## src/rtl/spi_slave.sv

```systemverilog
// SPI mode-1 (CPOL=0, CPHA=1) byte slave, with SCK, SS and MOSI synchronized into clk.
// Latency: pin edge to action is SYNC_STAGES+2 clk cycles; spi_rx_valid arrives that long after the 8th SCK fall.
// Backpressure: one-entry tx holding register with valid/ready; an empty holding register at byte start sends 0x00 and pulses underrun.
module spi_slave #(
    parameter int SYNC_STAGES = 2,
    parameter int CLK_RATIO   = 8
) (
    input  logic       clk,
    input  logic       rst_n,
    input  logic       SCK_I,
    input  logic       SS_I,
    input  logic       IO0_I,
    output logic       IO1_O,
    output logic       IO1_T,
    input  logic [7:0] spi_tx_data,
    input  logic       spi_tx_valid,
    output logic       spi_tx_ready,
    output logic [7:0] spi_rx_data,
    output logic       spi_rx_valid,
    output logic       spi_tx_underrun,
    output logic       spi_busy
);

    // Fewer than two flops cannot resolve metastability.
    // Below four clk per SCK period, the edge pipeline cannot separate SCK edges.
    if (SYNC_STAGES < 2) begin : g_bad_sync
        $error("spi_slave: SYNC_STAGES must be at least 2");
    end
    if (CLK_RATIO < 4) begin : g_bad_ratio
        $error("spi_slave: CLK_RATIO below 4 cannot resolve SCK edges");
    end

    typedef enum logic {IDLE, ACTIVE} state_t;

    state_t state, state_nxt;

    logic [SYNC_STAGES-1:0] sck_sync;
    logic [SYNC_STAGES-1:0] ss_sync;
    logic [SYNC_STAGES-1:0] mosi_sync;

    logic sck_q, ss_q, mosi_q;
    logic sck_rise, sck_fall, ss_fall, ss_rise;

    logic [7:0] hold_data;
    logic       hold_full;
    logic [7:0] tx_shift;
    logic [7:0] rx_shift;
    logic [2:0] bit_cnt;
    logic       io1_q;

    logic in_frame;
    logic bit_zero;

    // Synchronizer chains; SS idles high, SCK idles low (CPOL=0).
    always_ff @(posedge clk or negedge rst_n) begin
        if (!rst_n) begin
            sck_sync  <= '0;
            ss_sync   <= '1;
            mosi_sync <= '0;
        end else begin
            sck_sync  <= {sck_sync[SYNC_STAGES-2:0], SCK_I};
            ss_sync   <= {ss_sync[SYNC_STAGES-2:0], SS_I};
            mosi_sync <= {mosi_sync[SYNC_STAGES-2:0], IO0_I};
        end
    end

    // Registered edge detection; MOSI is delayed alongside so it lines up with sck_fall.
    always_ff @(posedge clk or negedge rst_n) begin
        if (!rst_n) begin
            sck_q    <= 1'b0;
            ss_q     <= 1'b1;
            mosi_q   <= 1'b0;
            sck_rise <= 1'b0;
            sck_fall <= 1'b0;
            ss_fall  <= 1'b0;
            ss_rise  <= 1'b0;
        end else begin
            sck_q    <= sck_sync[SYNC_STAGES-1];
            ss_q     <= ss_sync[SYNC_STAGES-1];
            mosi_q   <= mosi_sync[SYNC_STAGES-1];
            sck_rise <=  sck_sync[SYNC_STAGES-1] & ~sck_q;
            sck_fall <= ~sck_sync[SYNC_STAGES-1] &  sck_q;
            ss_fall  <= ~ss_sync[SYNC_STAGES-1]  &  ss_q;
            ss_rise  <=  ss_sync[SYNC_STAGES-1]  & ~ss_q;
        end
    end

    // Frame state register.
    always_ff @(posedge clk or negedge rst_n) begin
        if (!rst_n) begin
            state <= IDLE;
        end else begin
            state <= state_nxt;
        end
    end

    // Frame state transitions on synchronized SS edges.
    always_comb begin
        state_nxt = state;
        case (state)
            IDLE:    if (ss_fall) state_nxt = ACTIVE;
            ACTIVE:  if (ss_rise) state_nxt = IDLE;
            default: state_nxt = IDLE;
        endcase
    end

    // State-decoded outputs: MISO is driven only inside a frame.
    always_comb begin
        IO1_T    = (state == IDLE);
        spi_busy = (state == ACTIVE);
    end

    // A frame start coinciding with the first SCK rise is handled as start-then-bit.
    assign in_frame = (state == ACTIVE) || ss_fall;
    assign bit_zero = ss_fall || (bit_cnt == 3'd0);

    // Tx holding register, shift registers, bit counter and status pulses.
    always_ff @(posedge clk or negedge rst_n) begin
        if (!rst_n) begin
            hold_data       <= 8'h00;
            hold_full       <= 1'b0;
            tx_shift        <= 8'h00;
            rx_shift        <= 8'h00;
            bit_cnt         <= 3'd0;
            io1_q           <= 1'b0;
            spi_rx_data     <= 8'h00;
            spi_rx_valid    <= 1'b0;
            spi_tx_underrun <= 1'b0;
        end else begin
            spi_rx_valid    <= 1'b0;
            spi_tx_underrun <= 1'b0;

            // Accept and consume are exclusive: accept needs empty, consume needs full.
            if (spi_tx_valid && !hold_full) begin
                hold_data <= spi_tx_data;
                hold_full <= 1'b1;
            end

            if (ss_rise && state == ACTIVE) begin
                // Abort: drop the partial byte; the holding register is left alone.
                bit_cnt  <= 3'd0;
                rx_shift <= 8'h00;
                io1_q    <= 1'b0;
            end else if (in_frame) begin
                if (ss_fall) begin
                    bit_cnt  <= 3'd0;
                    rx_shift <= 8'h00;
                end
                if (sck_rise) begin
                    if (bit_zero) begin
                        if (hold_full) begin
                            tx_shift  <= hold_data;
                            io1_q     <= hold_data[7];
                            hold_full <= 1'b0;
                        end else begin
                            tx_shift        <= 8'h00;
                            io1_q           <= 1'b0;
                            spi_tx_underrun <= 1'b1;
                        end
                    end else begin
                        tx_shift <= {tx_shift[6:0], 1'b0};
                        io1_q    <= tx_shift[6];
                    end
                end else if (sck_fall) begin
                    rx_shift <= {rx_shift[6:0], mosi_q};
                    bit_cnt  <= bit_cnt + 3'd1;
                    if (bit_cnt == 3'd7) begin
                        spi_rx_data  <= {rx_shift[6:0], mosi_q};
                        spi_rx_valid <= 1'b1;
                    end
                end
            end
        end
    end

    assign IO1_O        = io1_q;
    assign spi_tx_ready = ~hold_full;

endmodule

```

## config.mk

```make
export PLATFORM = sky130hd
export DESIGN_NAME = spi_slave
export DESIGN_NICKNAME = d
export VERILOG_FILES = /design/src/rtl/spi_slave.sv
export SDC_FILE = /design/constraint.sdc
export NUM_CORES = 1
export LEC_CHECK = 0
export BUFFER_PORTS_ARGS = -buffer_cell sky130_fd_sc_hd__buf_2
export CORE_UTILIZATION = 35
export CTS_BUF_LIST = sky130_fd_sc_hd__clkbuf_2 sky130_fd_sc_hd__clkbuf_4 sky130_fd_sc_hd__clkbuf_8
export CTS_CLUSTER_DIAMETER = 50
export DETAILED_ROUTE_END_ITERATION = 8
export GPL_TIMING_DRIVEN = 0
export PLACE_DENSITY = 0.6
export SLEW_MARGIN = 20
export SYNTH_ARGS = -nofsm -noshare
export SYNTH_HDL_FRONTEND = slang
export SYNTH_SLANG_ARGS = --single-unit
```

## constraint.sdc

```tcl
create_clock -name clk -period 1.9 [get_ports clk]
set_input_delay 0.38 -clock clk [delete_from_list [all_inputs] [get_ports clk]]
set_output_delay 0.38 -clock clk [all_outputs]
set_load 0.05 [all_outputs]
```

==> impl_metrics.json, run 1 <==
{
  "synth_compound_area_share_pct": 9.31,
  "rows": 26,
  "grt_use_total_pct": 11.8,
  "setup_viol": 0,
  "gr-usage-met3_pct": 3.93,
  "start_util_pct": 37.5,
  "ys_seq_elements": 51,
  "drt_iter0_markers": 45,
  "die_w_um": 76.9,
  "hold_violations": 0,
  "min_period_over_period_pct": 88.2,
  "grt_start_max_net_pins": 52,
  "insertion_delay_ns": 0.29,
  "crit_type": "flop to output pin",
  "fin_worst_skew_ns": 0.00291,
  "grt_pass1_wl_um": 5380,
  "maxCapViolations": 0,
  "syn_area_per_cell_um2": 13.8,
  "cts_tree": "yes",
  "wl_per_cell_um": 12.5,
  "crit_fanout": 10,
  "endpoint_kind": "output pin",
  "top_usage_layer": "met2",
  "synthTopCellsByArea": "dfrtp_1, mux2_2, dfstp_2",
  "slew_violations": 0,
  "status": "finished, final reports clean",
  "diodes": 0,
  "grt_overflow": 0,
  "maxSlewHeadroom_pct": 58.6,
  "switchingPower_mw": 0.798,
  "path_clk_slew_ns": 0.08,
  "cts_setup_buffers": 0,
  "wirelength_um": 3090,
  "critPathLaunch": "hold_full$_DFF_PN0_",
  "holdWs_ns": 0.0879,
  "synth_mux_area_share_pct": 11.8,
  "setup_tns_ns": 0,
  "synth_top_family_by_area": "multiplexers",
  "rsz0062_at_grt": "false",
  "antenna_found_initial": 0,
  "synth_adder_area_share_pct": 1.91,
  "cts.sinks": 51,
  "tightest_slew_ns": 0.620,
  "r2r-start": "bit_cnt[0]$_DFFE_PN0P_",
  "dp_hpwl_um": 2200,
  "io_buffers": 27,
  "cts.repair.resized": 0,
  "first_global_vias": 1180,
  "syn_nets": 159,
  "combPwrFrac_pct": 23.7,
  "yosysSeqAreaShare_pct": 65.2,
  "die_area_um2": 5910,
  "root_buffer": "clkbuf_8",
  "p_int_mw": 1.88,
  "place_congestion": 0.706,
  "yosys.area.top_type": "dfrtp_1",
  "worst_ep_required_time_ns": 1.52,
  "drc": 0,
  "use_met1_pct": 14.8,
  "area_growth_pct": 16.3,
  "final_antenna_net_count": 0,
  "p_clk_share_pct": 23.4,
  "synthXorXnorAreaFrac_pct": 0,
  "synth_cells": 142,
  "layout-drive-gt1-share_pct": 36.2,
  "io_pins": 28,
  "yosysWarnings": 0,
  "cts_buffers": 5,
  "swShare_pct": 29.8,
  "fmax_ghz": 0.597,
  "holdBufCountCts": 0,
  "fp.dieH_um": 76.9,
  "met2_usage_pct": 18.4,
  "hold_path_class": "input pin to async pin",
  "ys_types": 26,
  "irDropWorstVdd_mv": 0.695,
  "cp-start-kind": "flop",
  "pwr-share-seq_pct": 53.0,
  "cts_buffer_depth": 2,
  "min_period_ns": 1.68,
  "synthesis.area_um2": 1960,
  "vias": 1178,
  "viasPerCell": 4.77,
  "cts_max_level": 2,
  "powerDensity_nw_per_um2": 1170,
  "core_area_um2": 5240,
  "cellLeakagePower_nw": 1.13,
  "cp_data_arrival_time_ns": 1.30,
  "synth.top_cell.area_share_pct": 61.2,
  "firstDrtPassIters": 4,
  "nets": 193,
  "synthSimpleGateAreaFrac_pct": 8.86
}
## path summary, 6_finish.rpt
check	endpoint	slack [ns]	cells after the start
max	spi_tx_ready	0.22	3
min	mosi_sync[0]$_DFF_PN0_	0.09	1
max in group asynchronous	tx_shift[1]$_DFFE_PN0P_	1.38	1
max reg2reg	tx_shift[6]$_DFFE_PN0P_	0.23	6
min reg2reg	mosi_q$_DFF_PN0_	0.36	0
min in group clk	ss_sync[0]$_DFF_PN1_	0.19	1
## sequential cells by signal, indices dropped and copies added, names as in the netlist, 2 cells and up
name	count
rx_shift	7
mosi_sync	2
tx_shift	7
spi_rx_data	8
bit_cnt	3
sck_sync	2
hold_data	8
ss_sync	2
## placed cells by master (no fill, tap or decap), types with 2 or more instances in the layout
cell type	instances
clkbuf_8	6
inv_1	6
mux2i_1	4
a41oi_1	3
o21ai_0	5
nor2b_1	5
nor2_1	2
buf_2	29
nand2_1	9
dfstp_2	3
and2_1	4
a21oi_1	6
mux2_2	17
ha_1	3
buf_4	3
a22o_1	9
nand3b_1	4
dfrtp_1	48
## critical path, stage by stage (launching register included)
cell      delay (ns)
dfrtp_1         0.36
clkbuf_1        0.31
inv_1           0.11
buf_2           0.23
## synth_stat cells
cell type and count:
nand3b_1 4, mux2_2 17, buf_2 3, nor2b_1 5, a21oi_1 6, a41oi_1 3
nor2_2 1, nand2_1 9, o31ai_1 1, buf_4 2, inv_1 6, clkbuf_1 1
o21bai_1 1, nor2_1 2, o21ai_0 5, dfrtp_1 48, ha_1 3, nand2_4 1
nor3_1 1, and2_1 4, and3b_2 1, dfstp_2 3, a22o_1 9, mux2i_1 4
nor2b_4 1, o21a_1 1
## cell families (layout without fill, tap and decap cells)
family | count (synthesis) | after routing
DFF | 51 | 51
and+or+nand+nor | 29 | 29
AOI/OAI and AO/OA | 26 | 26
muxes | 21 | 21
buffers and inverters | 12 | 47
adders and majority gates | 3 | 3
## area by class of cell
cell class	instances	area [um^2]
fillers	505	2960
multi-input cells	79	626
plain buffers	6	33.8
clock buffers	7	90.1
inverters	6	22.5
flip-flops and latches	51	1280
clock inverters	1	5.00
well taps	70	87.6
repair buffers	27	138
## stage by stage
step / cells / power (mW) / instance area [um^2] / util [%] / setup slack [ns]
global route: 247 / 2.85 / 2280 / 43.6 / 0.0808
CTS: 247 / 2.72 / 2280 / 43.5 / 0.209
detailed placement: 239 / 2.08 / 2180 / 41.7 / 0.242
global placement: 239 / 2.04 / 2180 / 41.7 / 0.290
finish: 247 / 2.68 / 2280 / 43.6 / 0.224
floorplan: 142 / 1.90 / 1960 / - / 0.269
## per-layer routing
layer / up-vias / wire (um)
met5: - / 0
met4: 0 / 53
met3: 5 / 111
met2: 24 / 1480
met1: 590 / 1450
li1: 559 / -
## power by group through the flow
stage | sequential (mW) | clock, mW | combinational [mW]
6_report | 1.42 | 0.625 | 0.633
5_1_grt | 1.45 | 0.704 | 0.695
4_1_cts | 1.42 | 0.657 | 0.641
3_5_place_dp | 1.44 | 0 | 0.640
3_3_place_gp | 1.42 | 0 | 0.614
2_1_floorplan | 1.45 | 0 | 0.447
No activity file was read; power rests on OpenSTA's default activity.
==> run 2, diff against run 1 <==
--- a/config.mk
+++ b/config.mk
@@ -7,10 +7,10 @@
 export LEC_CHECK = 0
 export BUFFER_PORTS_ARGS = -buffer_cell sky130_fd_sc_hd__buf_2
-export CORE_UTILIZATION = 35
+export CORE_UTILIZATION = 28
 export CTS_BUF_LIST = sky130_fd_sc_hd__clkbuf_2 sky130_fd_sc_hd__clkbuf_4 sky130_fd_sc_hd__clkbuf_8
 export CTS_CLUSTER_DIAMETER = 50
 export DETAILED_ROUTE_END_ITERATION = 8
 export GPL_TIMING_DRIVEN = 0
-export PLACE_DENSITY = 0.6
+export PLACE_DENSITY = 0.52
 export SLEW_MARGIN = 20
 export SYNTH_ARGS = -nofsm -noshare
==> constraint.sdc (replaced) <==
create_clock -name clk -period 1.9 [get_ports clk]
set_input_delay 0.19 -clock clk [delete_from_list [all_inputs] [get_ports clk]]
set_output_delay 0.19 -clock clk [all_outputs]
set_load 0.05 [all_outputs]
==> impl_metrics.json, run 2 (synthesized netlist as in run 1, its figures left out) <==
{
  "swShare_pct": 29.6,
  "status": "finished, final reports clean",
  "insertion_delay_ns": 0.30,
  "dp_worst_setup_slack_ns": 0.250,
  "pwr-share-seq_pct": 51.7,
  "grt_start_max_net_pins": 52,
  "cts_setup_buffers": 0,
  "critPathLaunch": "bit_cnt[0]$_DFFE_PN0P_",
  "core_area_um2": 6790,
  "switchingPower_mw": 0.807,
  "fp.dieH_um": 85.7,
  "fillCellCount": 674,
  "maxCapViolations": 0,
  "endpoint_kind": "flop",
  "dp_hpwl_um": 2100,
  "cellLeakagePower_nw": 1.15,
  "irDropWorstVdd_mv": 0.382,
  "root_buffer": "clkbuf_8",
  "r2r-end": "IO1_O$_DFFE_PN0P_",
  "layout-drive-gt1-share_pct": 35.4,
  "firstDrtPassIters": 4,
  "p_int_mw": 1.92,
  "die_area_um2": 7350,
  "setup_viol": 0,
  "p_clk_share_pct": 25.1,
  "cp-start-kind": "flop",
  "io_buffers": 27,
  "dpl-instance-area_um2": 2220,
  "rows": 30,
  "worst_ep_required_time_ns": 2.09,
  "final_cell_mix": "dfrtp_1, buf_2, mux2_2",
  "cts_buffers": 5,
  "cts_max_level": 2,
  "hold_violations": 0,
  "fin_worst_skew_ns": 0.00758,
  "hold_path_class": "input pin to flop",
  "slew_violations": 0,
  "wirelength_um": 3150,
  "crit_fanout": 10,
  "die_w_um": 85.7,
  "cp_data_arrival_time_ns": 1.81,
  "fin_area_um2": 2360,
  "place_congestion": 0.667,
  "critPathMaxStageDelay_ns": 0.39,
  "path_clk_slew_ns": 0.09,
  "tightest_slew_ns": 0.643,
  "cts_tree": "yes",
  "cts.sinks": 51,
  "min_period_over_period_pct": 85.5,
  "nets": 197,
  "reg.largest.list": "hold_data x8, spi_rx_data x8",
  "min_period_ns": 1.62,
  "grt_use_total_pct": 9.43,
  "r2r_slack_ns": 0.28,
  "viasPerCell": 4.29,
  "crit_type": "flop to flop",
  "grt_overflow": 0,
  "fmax_ghz": 0.616,
  "area_growth_pct": 20.5,
  "maxSlewHeadroom_pct": 57.2,
  "grt_pass1_wl_um": 5310,
  "powerDensity_nw_per_um2": 1150,
  "r2r-start": "bit_cnt[0]$_DFFE_PN0P_",
  "io_pins": 28,
  "drc": 0,
  "worstHoldStart": "spi_tx_data[7]",
  "cts.repair.resized": 0,
  "crit_end": "IO1_O$_DFFE_PN0P_",
  "diodes": 0,
  "combPwrFrac_pct": 23.2,
  "r2r_cells": 6,
  "cts_buffer_depth": 2,
  "first_global_vias": 1100,
  "vias": 1189,
  "final_antenna_net_count": 0,
  "final_common_cell": "dfrtp_1",
  "wl_per_cell_um": 11.4,
  "antenna_found_initial": 0,
  "start_util_pct": 28.9,
  "worstPathCellList": "inv_1 -> ha_1 -> a21oi_1 -> buf_2 -> mux2i_1 -> o21ai_0",
  "rsz0062_at_grt": "false",
  "setup_tns_ns": 0,
  "setup_slack_ns": 0.276,
  "drt_iter0_markers": 55,
  "cp_slowest_cell": "dfrtp_1"
}
## run 2: changes by cell type in the layout (fill, tap and decap cells not counted)
cell	previous run	this run
clkbuf_8	6	7
dlygate4sd3_1	0	4
clkinv_2	1	0
## run 2: final cells by class
| type | instances | area (um^2) | area share (%) |
|---|---|---|---|
| tap | 96 | 120 | 5.08 |
| timing repair buffer | 31 | 178 | 7.52 |
| buffer | 6 | 33.8 | 1.43 |
| sequential | 51 | 1280 | 54.2 |
| multi-input combinational | 79 | 626 | 26.5 |
| clock buffer | 8 | 104 | 4.39 |
| inverter | 6 | 22.5 | 0.953 |
## run 2: through the flow
stage          util [%]  cells  power, mW  hold WS (ns)
2_1_floorplan         -    142       1.90        -0.106
5_1_grt            34.8    277       2.91        0.0994
3_3_place_gp       32.6    265       2.06         0.297
6_report           34.8    277       2.73         0.114
3_5_place_dp       32.7    265       2.08         0.267
4_1_cts            34.8    277       2.78         0.100
## run 2: how the worst min path moves through the flow
stage | end | slack, ns | cells after the start
after CTS | hold_data[7]$_DFFE_PN0P_ | 0.10 | 2
final | hold_data[7]$_DFFE_PN0P_ | 0.11 | 2
after global routing | hold_data[7]$_DFFE_PN0P_ | 0.1 | 2
after global placement | ss_sync[0]$_DFF_PN1_ | 0.30 | 1
after floorplan | IO1_O$_DFFE_PN0P_ | -0.11 | 0
after detailed placement | spi_rx_data[1]$_DFFE_PN0P_ | 0.27 | 1
## run 2: timing repair
item / in CTS / in global routing
setup endpoints to repair: 0 / 0
endpoints found under the hold margin: 51 / 0
hold buffers: 4 / 0
## run 2: power groups by stage
stage | clock network [mW] | registers (mW) | logic [mW]
after floorplan | 0 | 1.45 | 0.447
after global placement | 0 | 1.43 | 0.628
after detailed placement | 0 | 1.44 | 0.640
after CTS | 0.718 | 1.42 | 0.646
after global routing | 0.758 | 1.44 | 0.706
final | 0.684 | 1.41 | 0.632
## run 2: critical path: cells and delay by family, from the launching register on
family	cells	cell delay, ns
DFF	1	0.39
muxes	1	0.23
adders and majority gates	1	0.19
buffers and inverters	2	0.36
AOI/OAI and AO/OA	2	0.35
## run 2: layer usage
layer	routed length (um)	global-route usage, %	vias up
li1	-	-	574
met1	1630	12.8	592
met2	1340	13.6	17
met3	101	2.69	6
met4	74	5.00	0
met5	0	0	-
